**src/rtl/wb_arbiter_if.sv**
```systemverilog
// Writeback bus bundle: ALU/memory result inputs, regfile write outputs and scoreboard lookup.
// The master modport is the upstream/decode side; the slave modport is the arbiter.
interface wb_arbiter_if #(
    parameter int FIFO_DEPTH = 4,
    parameter int XLEN       = 32
);
    localparam int CW = $clog2(FIFO_DEPTH) + 1;

    logic            alu_valid;
    logic [4:0]      alu_rd;
    logic [XLEN-1:0] alu_data;
    logic            mem_valid;
    logic            mem_ready;
    logic [4:0]      mem_rd;
    logic [XLEN-1:0] mem_data;
    logic            w_enable;
    logic [4:0]      w_addr;
    logic [XLEN-1:0] w_data;
    logic [CW-1:0]   fifo_count;
    logic [31:0]     retired;
    logic            issue_valid;
    logic [4:0]      issue_rd;
    logic [4:0]      rs1;
    logic [4:0]      rs2;
    logic            busy_rs1;
    logic            busy_rs2;

    modport master (
        output alu_valid, alu_rd, alu_data,
        output mem_valid, mem_rd, mem_data,
        input  mem_ready,
        input  w_enable, w_addr, w_data, fifo_count, retired,
        output issue_valid, issue_rd, rs1, rs2,
        input  busy_rs1, busy_rs2
    );

    modport slave (
        input  alu_valid, alu_rd, alu_data,
        input  mem_valid, mem_rd, mem_data,
        output mem_ready,
        output w_enable, w_addr, w_data, fifo_count, retired,
        input  issue_valid, issue_rd, rs1, rs2,
        output busy_rs1, busy_rs2
    );
endinterface

```
**src/rtl/wb_arbiter.sv**
```systemverilog
// Writeback arbiter: ALU results first, then in-order memory FIFO, else memory bypass, onto one regfile port.
// Latency: 1 cycle to registered w_*; memory results 1 cycle via bypass, else 1 + queue depth.
// Backpressure: ALU never stalls; mem_ready = !fifo_full. Optional WB_SCOREBOARD_EN adds the busy bitmap.
module wb_arbiter #(
    parameter int FIFO_DEPTH = 4,
    parameter int XLEN       = 32
) (
    input  logic           clk,
    input  logic           rstn,
    wb_arbiter_if.slave    bus
);
    localparam int AW = $clog2(FIFO_DEPTH);
    localparam int CW = AW + 1;

    logic [4:0]      r_fifo_rd   [FIFO_DEPTH];
    logic [XLEN-1:0] r_fifo_data [FIFO_DEPTH];
    logic [AW-1:0]   r_wr_ptr;
    logic [AW-1:0]   r_rd_ptr;
    logic [CW-1:0]   r_count;

    logic            r_w_enable;
    logic [4:0]      r_w_addr;
    logic [XLEN-1:0] r_w_data;
    logic [31:0]     r_retired;

    logic            w_full;
    logic            w_empty;
    logic            w_mem_acc;
    logic            w_alu_wr;
    logic            w_pop;
    logic            w_bypass;
    logic            w_push;
    logic            w_wr_en;
    logic [4:0]      w_wr_rd;
    logic [XLEN-1:0] w_wr_data;

    // A full FIFO refuses even when popping, so ready never depends on the select.
    assign w_full    = (r_count == CW'(FIFO_DEPTH));
    assign w_empty   = (r_count == '0);
    assign w_mem_acc = bus.mem_valid & ~w_full;
    assign w_alu_wr  = bus.alu_valid & (bus.alu_rd != 5'd0);
    assign w_pop     = ~w_alu_wr & ~w_empty;
    assign w_bypass  = ~w_alu_wr & w_empty & w_mem_acc & (bus.mem_rd != 5'd0);
    assign w_push    = w_mem_acc & (bus.mem_rd != 5'd0) & ~w_bypass;

    always_comb begin
        w_wr_en   = 1'b0;
        w_wr_rd   = 5'd0;
        w_wr_data = '0;
        if (w_alu_wr) begin
            w_wr_en   = 1'b1;
            w_wr_rd   = bus.alu_rd;
            w_wr_data = bus.alu_data;
        end else if (w_pop) begin
            w_wr_en   = 1'b1;
            w_wr_rd   = r_fifo_rd[r_rd_ptr];
            w_wr_data = r_fifo_data[r_rd_ptr];
        end else if (w_bypass) begin
            w_wr_en   = 1'b1;
            w_wr_rd   = bus.mem_rd;
            w_wr_data = bus.mem_data;
        end
    end

    always_ff @(posedge clk) begin
        if (w_push) begin
            r_fifo_rd[r_wr_ptr]   <= bus.mem_rd;
            r_fifo_data[r_wr_ptr] <= bus.mem_data;
        end
    end

    always_ff @(posedge clk) begin
        if (!rstn) begin
            r_wr_ptr <= '0;
            r_rd_ptr <= '0;
            r_count  <= '0;
        end else begin
            if (w_push) r_wr_ptr <= r_wr_ptr + AW'(1);
            if (w_pop)  r_rd_ptr <= r_rd_ptr + AW'(1);
            r_count <= r_count + CW'(w_push) - CW'(w_pop);
        end
    end

    always_ff @(posedge clk) begin
        if (!rstn) begin
            r_w_enable <= 1'b0;
            r_w_addr   <= 5'd0;
            r_w_data   <= '0;
            r_retired  <= 32'd0;
        end else begin
            r_w_enable <= w_wr_en;
            if (w_wr_en) begin
                r_w_addr  <= w_wr_rd;
                r_w_data  <= w_wr_data;
                r_retired <= r_retired + 32'd1;
            end
        end
    end

    assign bus.mem_ready  = ~w_full;
    assign bus.w_enable   = r_w_enable;
    assign bus.w_addr     = r_w_addr;
    assign bus.w_data     = r_w_data;
    assign bus.fifo_count = r_count;
    assign bus.retired    = r_retired;

`ifdef WB_SCOREBOARD_EN
    logic [31:0] r_busy;
    logic [31:0] w_busy_set;
    logic [31:0] w_busy_clr;
    logic [31:0] w_busy_nxt;

    // Set is applied after clear so a same-cycle issue to the retiring rd stays busy.
    always_comb begin
        w_busy_set = '0;
        w_busy_clr = '0;
        if (bus.issue_valid && (bus.issue_rd != 5'd0)) w_busy_set[bus.issue_rd] = 1'b1;
        if (w_wr_en) w_busy_clr[w_wr_rd] = 1'b1;
        w_busy_nxt    = (r_busy & ~w_busy_clr) | w_busy_set;
        w_busy_nxt[0] = 1'b0;
    end

    always_ff @(posedge clk) begin
        if (!rstn) r_busy <= '0;
        else       r_busy <= w_busy_nxt;
    end

    assign bus.busy_rs1 = r_busy[bus.rs1];
    assign bus.busy_rs2 = r_busy[bus.rs2];
`else
    logic w_sb_unused;
    assign w_sb_unused  = ^{bus.issue_valid, bus.issue_rd, bus.rs1, bus.rs2};
    assign bus.busy_rs1 = 1'b0;
    assign bus.busy_rs2 = 1'b0;
`endif
endmodule

```
**src/flat_wrapper.sv**
```systemverilog
// flat-port wrapper written by rule: the top's interface ports become plain ports
module wb_arbiter_flat 
#(
    parameter int FIFO_DEPTH = 4,
    parameter int XLEN       = 32
)
  (clk, rstn, bus_alu_valid, bus_alu_rd, bus_alu_data, bus_mem_valid, bus_mem_rd, bus_mem_data, bus_mem_ready, bus_w_enable, bus_w_addr, bus_w_data, bus_fifo_count, bus_retired, bus_issue_valid, bus_issue_rd, bus_rs1, bus_rs2, bus_busy_rs1, bus_busy_rs2);
  wb_arbiter_if #(.FIFO_DEPTH(FIFO_DEPTH), .XLEN(XLEN)) bus_i ();
  input  logic clk;
  input  logic rstn;
  input wire logic [$bits(bus_i.alu_valid)-1:0] bus_alu_valid;
  input wire logic [$bits(bus_i.alu_rd)-1:0] bus_alu_rd;
  input wire logic [$bits(bus_i.alu_data)-1:0] bus_alu_data;
  input wire logic [$bits(bus_i.mem_valid)-1:0] bus_mem_valid;
  input wire logic [$bits(bus_i.mem_rd)-1:0] bus_mem_rd;
  input wire logic [$bits(bus_i.mem_data)-1:0] bus_mem_data;
  output wire logic [$bits(bus_i.mem_ready)-1:0] bus_mem_ready;
  output wire logic [$bits(bus_i.w_enable)-1:0] bus_w_enable;
  output wire logic [$bits(bus_i.w_addr)-1:0] bus_w_addr;
  output wire logic [$bits(bus_i.w_data)-1:0] bus_w_data;
  output wire logic [$bits(bus_i.fifo_count)-1:0] bus_fifo_count;
  output wire logic [$bits(bus_i.retired)-1:0] bus_retired;
  input wire logic [$bits(bus_i.issue_valid)-1:0] bus_issue_valid;
  input wire logic [$bits(bus_i.issue_rd)-1:0] bus_issue_rd;
  input wire logic [$bits(bus_i.rs1)-1:0] bus_rs1;
  input wire logic [$bits(bus_i.rs2)-1:0] bus_rs2;
  output wire logic [$bits(bus_i.busy_rs1)-1:0] bus_busy_rs1;
  output wire logic [$bits(bus_i.busy_rs2)-1:0] bus_busy_rs2;
  assign bus_i.alu_valid = bus_alu_valid;
  assign bus_i.alu_rd = bus_alu_rd;
  assign bus_i.alu_data = bus_alu_data;
  assign bus_i.mem_valid = bus_mem_valid;
  assign bus_i.mem_rd = bus_mem_rd;
  assign bus_i.mem_data = bus_mem_data;
  assign bus_mem_ready = bus_i.mem_ready;
  assign bus_w_enable = bus_i.w_enable;
  assign bus_w_addr = bus_i.w_addr;
  assign bus_w_data = bus_i.w_data;
  assign bus_fifo_count = bus_i.fifo_count;
  assign bus_retired = bus_i.retired;
  assign bus_i.issue_valid = bus_issue_valid;
  assign bus_i.issue_rd = bus_issue_rd;
  assign bus_i.rs1 = bus_rs1;
  assign bus_i.rs2 = bus_rs2;
  assign bus_busy_rs1 = bus_i.busy_rs1;
  assign bus_busy_rs2 = bus_i.busy_rs2;
  wb_arbiter #(.FIFO_DEPTH(FIFO_DEPTH), .XLEN(XLEN)) u_core (.clk(clk), .rstn(rstn), .bus(bus_i));
endmodule
```
**config.mk**
```make
export PLATFORM = sky130hd
export DESIGN_NAME = wb_arbiter_flat
export DESIGN_NICKNAME = d
export VERILOG_FILES = /design/src/rtl/wb_arbiter_if.sv /design/src/rtl/wb_arbiter.sv /design/src/flat_wrapper.sv
export SDC_FILE = /design/constraint.sdc
export NUM_CORES = 1
export LEC_CHECK = 0
export ABC_AREA = 1
export CORE_MARGIN = 4
export CORE_UTILIZATION = 45
export CTS_CLUSTER_DIAMETER = 40
export DETAILED_ROUTE_END_ITERATION = 8
export GPL_TIMING_DRIVEN = 0
export PLACE_DENSITY = 0.72
export SLEW_MARGIN = 20
export SYNTH_ARGS = -nofsm -noshare
export SYNTH_HDL_FRONTEND = slang
export SYNTH_SLANG_ARGS = --single-unit
export TNS_END_PERCENT = 5
```
**constraint.sdc**
```tcl
create_clock -name clk -period 3.1 [get_ports clk]
set_clock_uncertainty 0.2 [all_clocks]
set_input_delay 0.31 -clock clk [delete_from_list [all_inputs] [get_ports clk]]
set_output_delay 0.31 -clock clk [all_outputs]
set_load 0.02 [all_outputs]
```
* Word-level counts from Yosys, hierarchy flattened *
Memory sizes are Yosys's and may differ from the RTL's. A register that Yosys moved wholly into a read port is not among the register bits.
Index checks and enable logic that the tools add are counted.

word-level totals
  flip-flop bits (word level) = 77
  bits in writable memories = 148
  input port bits = 94
  output and inout port bits = 76
  logic and storage cells = 45
  memories = 2

memory list
  name                words  width  read ports  clocked after memory_dff  write ports  RTL line          source
  u_core.r_fifo_data  4      32     1           1                         1            wb_arbiter.sv:16  logic [XLEN-1:0] r_fifo_data [FIFO_DEPTH];
  u_core.r_fifo_rd    4      5      1           1                         1            wb_arbiter.sv:15  logic [4:0] r_fifo_rd [FIFO_DEPTH];

operators by class
  add/sub/neg operators = 5
  equal/unequal tests = 1
  mux-type cells = 15
  bitwise gates (word level) = 12
  reduce and logical (&&, ||, !) cells = 3

operator list
  cell                                            number
  2-to-1 mux 32 bit                               3
  adder 32 x 1 -> 32 bit (second input constant)  1
  2-to-1 mux 5 bit                                3
  nonzero test 5 bit                              2
  AND 1 bit                                       8
  2-to-1 mux 2 bit                                4
  2-to-1 mux 1 bit                                5
  adder 2 x 1 -> 2 bit (second input constant)    2
  inverter 1 bit                                  4
  adder 3 x 1 -> 3 bit                            1
  == test 3 bit (second input constant)           1
  zero test 3 bit                                 1
  subtractor 3 x 1 -> 3 bit                       1

* Longest topological paths before layout *
Gate-level depths: netlist (run 1).

  word-level depth = 10
  gate-level depth with buffers = 12

* Worst setup path before layout (run 1) *
No wires, ideal clock.

  kind = reg2reg
  start = reg u_core.r_count[1] (netlist: u_core.bus.fifo_count[1])
  end = mem u_core.r_fifo_data[0][0], enable pin
  library setup time = 0.431 ns
  data arrival time = 2.667 ns
  slack = -0.198 ns
  cell stages (with the launch flop) = 7
  path buffers = 0
  clock period less this slack = 3.298 ns
  path through = dfxtp_1 > nor2_1 > a21boi_2 > nand2_2 > inv_1 > nand2_1 > nor2_1

between the ends
  word-level cells in the longest chain between the ends = 9
  elaborated cells between the ends (all ways) = 12

RTL lines
  element                                   RTL line          source
  from (decl)                               wb_arbiter.sv:19  logic [CW-1:0] r_count;
  from (signal assigned)                    wb_arbiter.sv:80  r_count <= r_count + CW'(w_push) - CW'(w_pop);
  == test 3 bit                             wb_arbiter.sv:38  assign w_full = (r_count == CW'(FIFO_DEPTH));
  inverter 1 bit                            wb_arbiter.sv:40  assign w_mem_acc = bus.mem_valid & ~w_full;
  AND 1 bit                                 wb_arbiter.sv:40
  AND 1 bit (2 in series)                   wb_arbiter.sv:43  assign w_bypass = ~w_alu_wr & w_empty & w_mem_acc & (bus.mem_rd != 5'd0);
  inverter 1 bit                            wb_arbiter.sv:44  assign w_push = w_mem_acc & (bus.mem_rd != 5'd0) & ~w_bypass;
  AND 1 bit *                               wb_arbiter.sv:44
  2-to-1 mux 1 bit *                        wb_arbiter.sv:66  if (w_push) begin
  2-to-1 mux 1 bit (not written as such) *  wb_arbiter.sv:68  r_fifo_data[r_wr_ptr] <= bus.mem_data;
  to (decl)                                 wb_arbiter.sv:16

Mark *: on every way between the ends. The rest lies on a longest branch, timed or not.

* Final worst setup path (run 1) *
  start = reg u_core.r_count[1] (netlist: u_core.bus.fifo_count[1])
  end = mem u_core.r_fifo_data[2][14], enable pin

Same word-level chain as after synthesis.

==> results of run 1 <==
==> routing by layer <==
layer | wire [um] | track usage (%)
met2 | 13200 | 37.8
met4 | 578 | 5.97
met1 | 12000 | 29.8
met5 | 0 | 0
met3 | 2240 | 4.27
==> power groups by stage <==
stage	Combinational [uW]	Clock, uW	Sequential, uW
detailed placement	2550	0	3860
global route	2830	3870	3830
finish	2560	3670	3800
floorplan	1340	0	4010
CTS	2570	3710	3800
global placement	2420	0	3860
==> synthesized netlist by cell type, types with 2 or more instances <==
master	instances	share of area (%)
nand4_1	4	0.25
nor2_1	143	5.3
inv_1	48	1.8
nor3_1	3	0.15
buf_1	11	0.40
nand3_1	209	10
a21oi_1	30	1.5
and3_1	2	0.12
dfxtp_1	79	16
nand2_2	3	0.18
buf_4	4	0.29
buf_6	6	0.66
o21ai_0	6	0.29
buf_2	20	0.98
nor2_2	2	0.12
clkbuf_1	21	0.77
xnor2_1	4	0.34
edfxtp_1	148	44
inv_2	2	0.074
ha_1	7	0.86
nand2_1	406	15
xor2_1	7	0.60
==> tightest hold or removal path: cells and delay by family <==
family          cells  cell delay (ns)
compound gates      2             0.20
buf+inv             1             0.24
==> area by class of cell <==
type	instances	area [um^2]	area share, %
clock inverters	23	268	2.01
inverters	50	188	1.41
well taps	280	350	2.63
multi-input cells	837	3700	27.8
flip-flops and latches	227	6030	45.3
repair buffers	155	1630	12.3
clock buffers	35	831	6.24
plain buffers	62	318	2.39
==> per-stage QoR <==
stage / worst slack [ns] / std cells
2_1_floorplan: -0.198 / 1176
3_3_place_gp: -1.89 / 1606
3_5_place_dp: -0.0479 / 1611
4_1_cts: 0.309 / 1669
5_1_grt: 0.190 / 1669
6_report: 0.307 / 1669
==> cell families (layout without fill, tap and decap cells) <==
kind of cell / after synthesis / in the layout / share of synthesized area (%)
and+or+nand+nor: 777 / 777 / 31.9
DFF: 227 / 227 / 59.1
buffers and inverters: 112 / 325 / 4.96
AOI/OAI and AO/OA: 39 / 39 / 2.01
xor gates and xnor gates: 11 / 11 / 0.945
adders and majority gates: 8 / 8 / 1.06
other: 1 / 2 / 0.0368
==> state kept, by name, indices dropped and copies added, names as in the netlist, named ones only <==
register / cells
u_core.r_fifo_data: 128
u_core.bus.fifo_count: 3
u_core.r_wr_ptr: 2
u_core.bus.w_addr: 5
u_core.bus.w_data: 32
u_core.r_rd_ptr: 2
u_core.bus.w_enable: 1
u_core.bus.retired: 32
u_core.r_fifo_rd: 20
==> path summary, 6_finish.rpt <==
path                            depth (start not counted)  slack [ns]                        end                startpoint
worst max-delay path                                    7        0.31  u_core.r_fifo_data[2][14]  u_core.bus.fifo_count[1]
worst min-delay path                                    3        0.06         u_core.r_wr_ptr[1]                      rstn
worst max register to register                          7        0.31  u_core.r_fifo_data[2][14]  u_core.bus.fifo_count[1]
worst min register to register                          2        0.27      u_core.bus.w_data[29]     u_core.bus.w_data[29]
==> reports/metrics.cfg, run 1 <==
[timing]
finalMaxSlewViolations = 0
whs_ns = 0.0585
hold_violations = 0
min_period_ns = 2.79
rsz0062_at_grt = false
final.setup.tns_ns = 0
max_freq_ghz = 0.358
tightest_slew_ns = 0.755
finalSetupViolCount = 0
relSlewSlack_pct = 49.5
fin_crit_sh_pct = 90.1

[clocking]
clk_latency_ns = 0.56
cts_buffer_depth = 3
clock-sinks = 227
htreeDepth = 1
cts_buffers = 31
postCtsResizedCells = 0
cts_setup_buffers = 0
clock-root-buffer = clkbuf_16
cts_tree = done
path_clk_slew_ns = 0.06
cts_hold_buf = 0

[drt]
drt_pass1_iterations = 5
avgViaCountPerCell = 5.26
drt-total-wl_mm = 28.1
initialDrtViolationCount = 610
num_vias = 8772
wl_per_cell_um = 16.8
ant_nets = 0
drc = 0

[layout]
insertedDiodeCount = 0
syn_to_final_growth_pct = 30.5
layout_commonest_cell = nand2_1
final_core_util_pct = 60.4
final_area_um2 = 13300
fillers = 1856
nets = 1466
drive_above_1_share_pct = 7.70
most-common-layout-cells = nand2_1 (406), nand3_1 (209), clkdlybuf4s50_1 (150)

[critical_path]
required_ns = 3.16
critPathBufInv = 2
crit_path_start_kind = register
max_stage_delay_ns = 0.71
critPathMaxFanout = 20
endpoint_kind = register
crit_family = simple AND/OR/NAND/NOR gates
worstSetupPathType = register to register
crit_path_cell_trace = nor2_1, a21boi_2, nand2_2, inv_1, nand2_1, nor2_4, buf_16
cp.arrival_ns = 2.86
slowest_stage = nor2_4

[floorplanning]
initial_core_util_pct = 46.3
rows = 54
die_w_um = 159
die_area_um2 = 25100
core-area_um2 = 22000
dieHeight_um = 159
io_pins = 170

[pwr]
leakage_uw = 0.00509
intPower_uw = 6790
pwr-share-comb_pct = 25.5
share_seq_of_total_power_pct = 37.9
clock_power_share_pct = 36.6
power.density_nw_per_um2 = 753
swShare_pct = 32.3
p_switching_uw = 3240
total_power_uw = 10000
ir_worst_vdd_mv = 0.431

[global_route]
grt_overflow = 0
first_global_vias = 8771
antenna_found_initial = 0
gr-usage-all-layers_pct = 22.4
grt_first_pass_wirelength_mm = 44.8
grt_start_max_net_pins = 24

[placement]
gp_congestion = 0.889
port_buffers = 150
place_hpwl_mm = 19.3
dpl_cell_area_um2 = 12200

[yosys]
syn_area_um2 = 10200
seq_area_frac_synth_pct = 59.1
synth_ff_type = edfxtp_1
synth_edf_count = 148
ys_types = 32
avgSynthCellArea_um2 = 8.68
synth-seq-cells = 227
async_flop_share_pct = 0
yosys_warnings = 0
synthCells = 1175

[hold_path]
hold_class = primary input to register

[run]
drv_cap = 0

[outcome]
status = finished, final reports clean

(Power assumes the default switching activity.)
==> run 2, diff against run 1 <==
==> constraint.sdc (replaced) <==
create_clock -name clk -period 3.1 [get_ports clk]
set_clock_uncertainty 0.2 [all_clocks]
set_input_delay 0.62 -clock clk [delete_from_list [all_inputs] [get_ports clk]]
set_output_delay 0.62 -clock clk [all_outputs]
set_load 0.02 [all_outputs]
==> reports/metrics.cfg, run 2 (same netlist as run 1, synthesis figures left out) <==
[clocking]
cts_buffers = 31  ; unchanged
path_clk_slew_ns = 0.05  ; about the same
clock-root-buffer = clkbuf_16
cts_setup_buffers = 0  ; unchanged
htreeDepth = 1  ; unchanged
clk_latency_ns = 0.56  ; about the same
cts_tree = done
clock-sinks = 227  ; unchanged
postCtsResizedCells = 0  ; unchanged
cts_hold_buf = 0  ; unchanged
cts_buffer_depth = 3  ; unchanged

[pwr]
pwr-share-comb_pct = 25.5  ; about the same
swShare_pct = 32.4  ; +0.046 points
intPower_uw = 6790  ; about the same
share_seq_of_total_power_pct = 37.9  ; about the same
clock_power_share_pct = 36.6  ; about the same
power.density_nw_per_um2 = 754  ; about the same
leakage_uw = 0.00509  ; unchanged
ir_worst_vdd_mv = 0.432  ; +0.26%
p_switching_uw = 3250  ; +0.21%

[drt]
num_vias = 8818  ; +0.52%
drt_pass1_iterations = 7  ; +2
drt-total-wl_mm = 28.1  ; +0.11%
ant_nets = 0  ; unchanged
initialDrtViolationCount = 592  ; -3.0%
drc = 0  ; unchanged
wl_per_cell_um = 16.9  ; +0.11%
avgViaCountPerCell = 5.28  ; +0.52%

[timing]
min_period_ns = 2.98  ; +0.190 ns
hold_violations = 0  ; unchanged
relSlewSlack_pct = 49.3  ; -0.23 points
rsz0062_at_grt = false
tightest_slew_ns = 0.759  ; +0.00341 ns
max_freq_ghz = 0.335  ; -6.4%
finalMaxSlewViolations = 0  ; unchanged
fin_crit_sh_pct = 96.2  ; +6.1 points
finalSetupViolCount = 0  ; unchanged

[layout]
fillers = 1856  ; unchanged
nets = 1466  ; unchanged
syn_to_final_growth_pct = 30.5  ; unchanged
multiInputGateArea_um2 = 3700  ; unchanged
layout_commonest_cell = nand2_1
final_area_um2 = 13300  ; unchanged
insertedDiodeCount = 0  ; unchanged
max_flop_register = u_core.r_fifo_data
most-common-layout-cells = nand2_1 (406), nand3_1 (209), clkdlybuf4s50_1 (150)
final_cells = 1669  ; unchanged
largest_reg_flops = 128  ; unchanged
ff_latch_area_um2 = 6030  ; unchanged
drive_above_1_share_pct = 7.70  ; unchanged

[floorplanning]
core-area_um2 = 22000  ; unchanged
initial_core_util_pct = 46.3  ; unchanged
io_pins = 170  ; unchanged
die_w_um = 159  ; unchanged
dieHeight_um = 159  ; unchanged
rows = 54  ; unchanged
die_area_um2 = 25100  ; unchanged

[critical_path]
slowest_stage = nor2_4
worstSetupPathType = primary input to register
r2r_end = u_core.r_fifo_data[2][14]
max_stage_delay_ns = 0.71  ; about the same
crit_path_cell_trace = clkdlybuf4s50_1, nor2_1, nand3b_1, nand2_2, inv_1, nand2_1, nor2_4, buf_16
critPathMaxFanout = 20  ; unchanged
crit_path_start_kind = primary input
cp.arrival_ns = 3.05  ; +0.19 ns
r2r-start = u_core.bus.fifo_count[1]
crit_family = simple AND/OR/NAND/NOR gates
required_ns = 3.16  ; about the same
endpoint_kind = register
reg2regPathDepth = 7  ; unchanged
critPathBufInv = 3  ; +1
rrSetupSlack_ns = 0.32  ; about the same

[run]
drv_cap = 0  ; unchanged

[hold_path]
worstHoldEndpoint = u_core.bus.w_data[29]
worst_hold_path.num_cells = 2  ; -1
worstHoldStart = u_core.bus.w_data[29]
hold_class = register to register

[outcome]
status = finished, final reports clean

[placement]
dp.cells = 1611  ; unchanged
place_hpwl_mm = 19.3  ; unchanged
gp_congestion = 0.889  ; unchanged
dpl_cell_area_um2 = 12200  ; unchanged
port_buffers = 150  ; unchanged

[global_route]
grt_overflow = 0  ; unchanged
first_global_vias = 8760  ; -0.13%
grt_start_max_net_pins = 24  ; unchanged
gr-usage-all-layers_pct = 22.4  ; about the same
grt_first_pass_wirelength_mm = 44.8  ; about the same
antenna_found_initial = 0  ; unchanged

[run 2: cell counts in the layout (fill, tap and decap cells not counted)]
No cell type changed its count.
[run 2: final cells by class]
class	count	area share, %
buffer	62	2.39
clock buffer	35	6.24
clock inverter	23	2.01
inverter	50	1.41
multi-input combinational	837	27.8
sequential	227	45.3
tap	280	2.63
timing repair buffer	155	12.3
[run 2: worst register-to-register path, delay by kind of cell, from the launching register on]
family / cells / cell delay (ns)
AND/OR/NAND/NOR: 4 / 1.29
flip-flops: 1 / 0.45
buffers and inverters: 2 / 0.34
AO/OA/AOI/OAI: 1 / 0.21
[run 2: how the worst max path moves through the flow]
| stage | startpoint | endpoint | cells after the start |
|---|---|---|---|
| 2_1_floorplan | bus_alu_rd[4] | u_core.r_fifo_data[0][0] | 6 |
| 3_3_place_gp | bus_alu_rd[3] | u_core.r_fifo_data[2][17] | 7 |
| 3_5_place_dp | bus_alu_rd[3] | u_core.r_fifo_data[2][14] | 8 |
| 4_1_cts | bus_mem_rd[3] | u_core.r_fifo_data[2][17] | 8 |
| 5_1_grt | bus_alu_rd[1] | u_core.bus.fifo_count[1] | 13 |
| 6_report | bus_mem_rd[3] | u_core.r_fifo_data[2][14] | 8 |
[run 2: metrics by stage]
step	total power (uW)	utilization, %	setup WS [ns]	TNS, ns	hold WS (ns)
after global placement	6280	54.7	-2.20	-318.11	0.257
final	10000	60.4	0.116	0	0.267
after detailed placement	6400	55.4	-0.358	-32.16	0.261
after global routing	10500	60.4	0.00377	0	0.287
after floorplan	5350	-	-0.288	-42.66	0.282
after CTS	10100	60.4	0.171	0	0.271
[run 2: power by group through the flow]
stage | sequential, uW | combinational [uW] | clock, uW
after floorplan | 4010 | 1340 | 0
after global placement | 3860 | 2420 | 0
after detailed placement | 3860 | 2550 | 0
after CTS | 3800 | 2570 | 3710
after global routing | 3830 | 2830 | 3870
final | 3800 | 2560 | 3680
[run 2: metal layers]
| metal | vias up | wire length [um] | share of wire [%] | GRT usage [%] |
|---|---|---|---|---|
| li1 | 4282 | - | - | - |
| met1 | 4141 | 12200 | 43 | 29.9 |
| met2 | 356 | 13300 | 47 | 38.0 |
| met3 | 39 | 2160 | 7.7 | 4.19 |
| met4 | 0 | 467 | 1.7 | 5.69 |
| met5 | - | 0 | 0 | 0 |
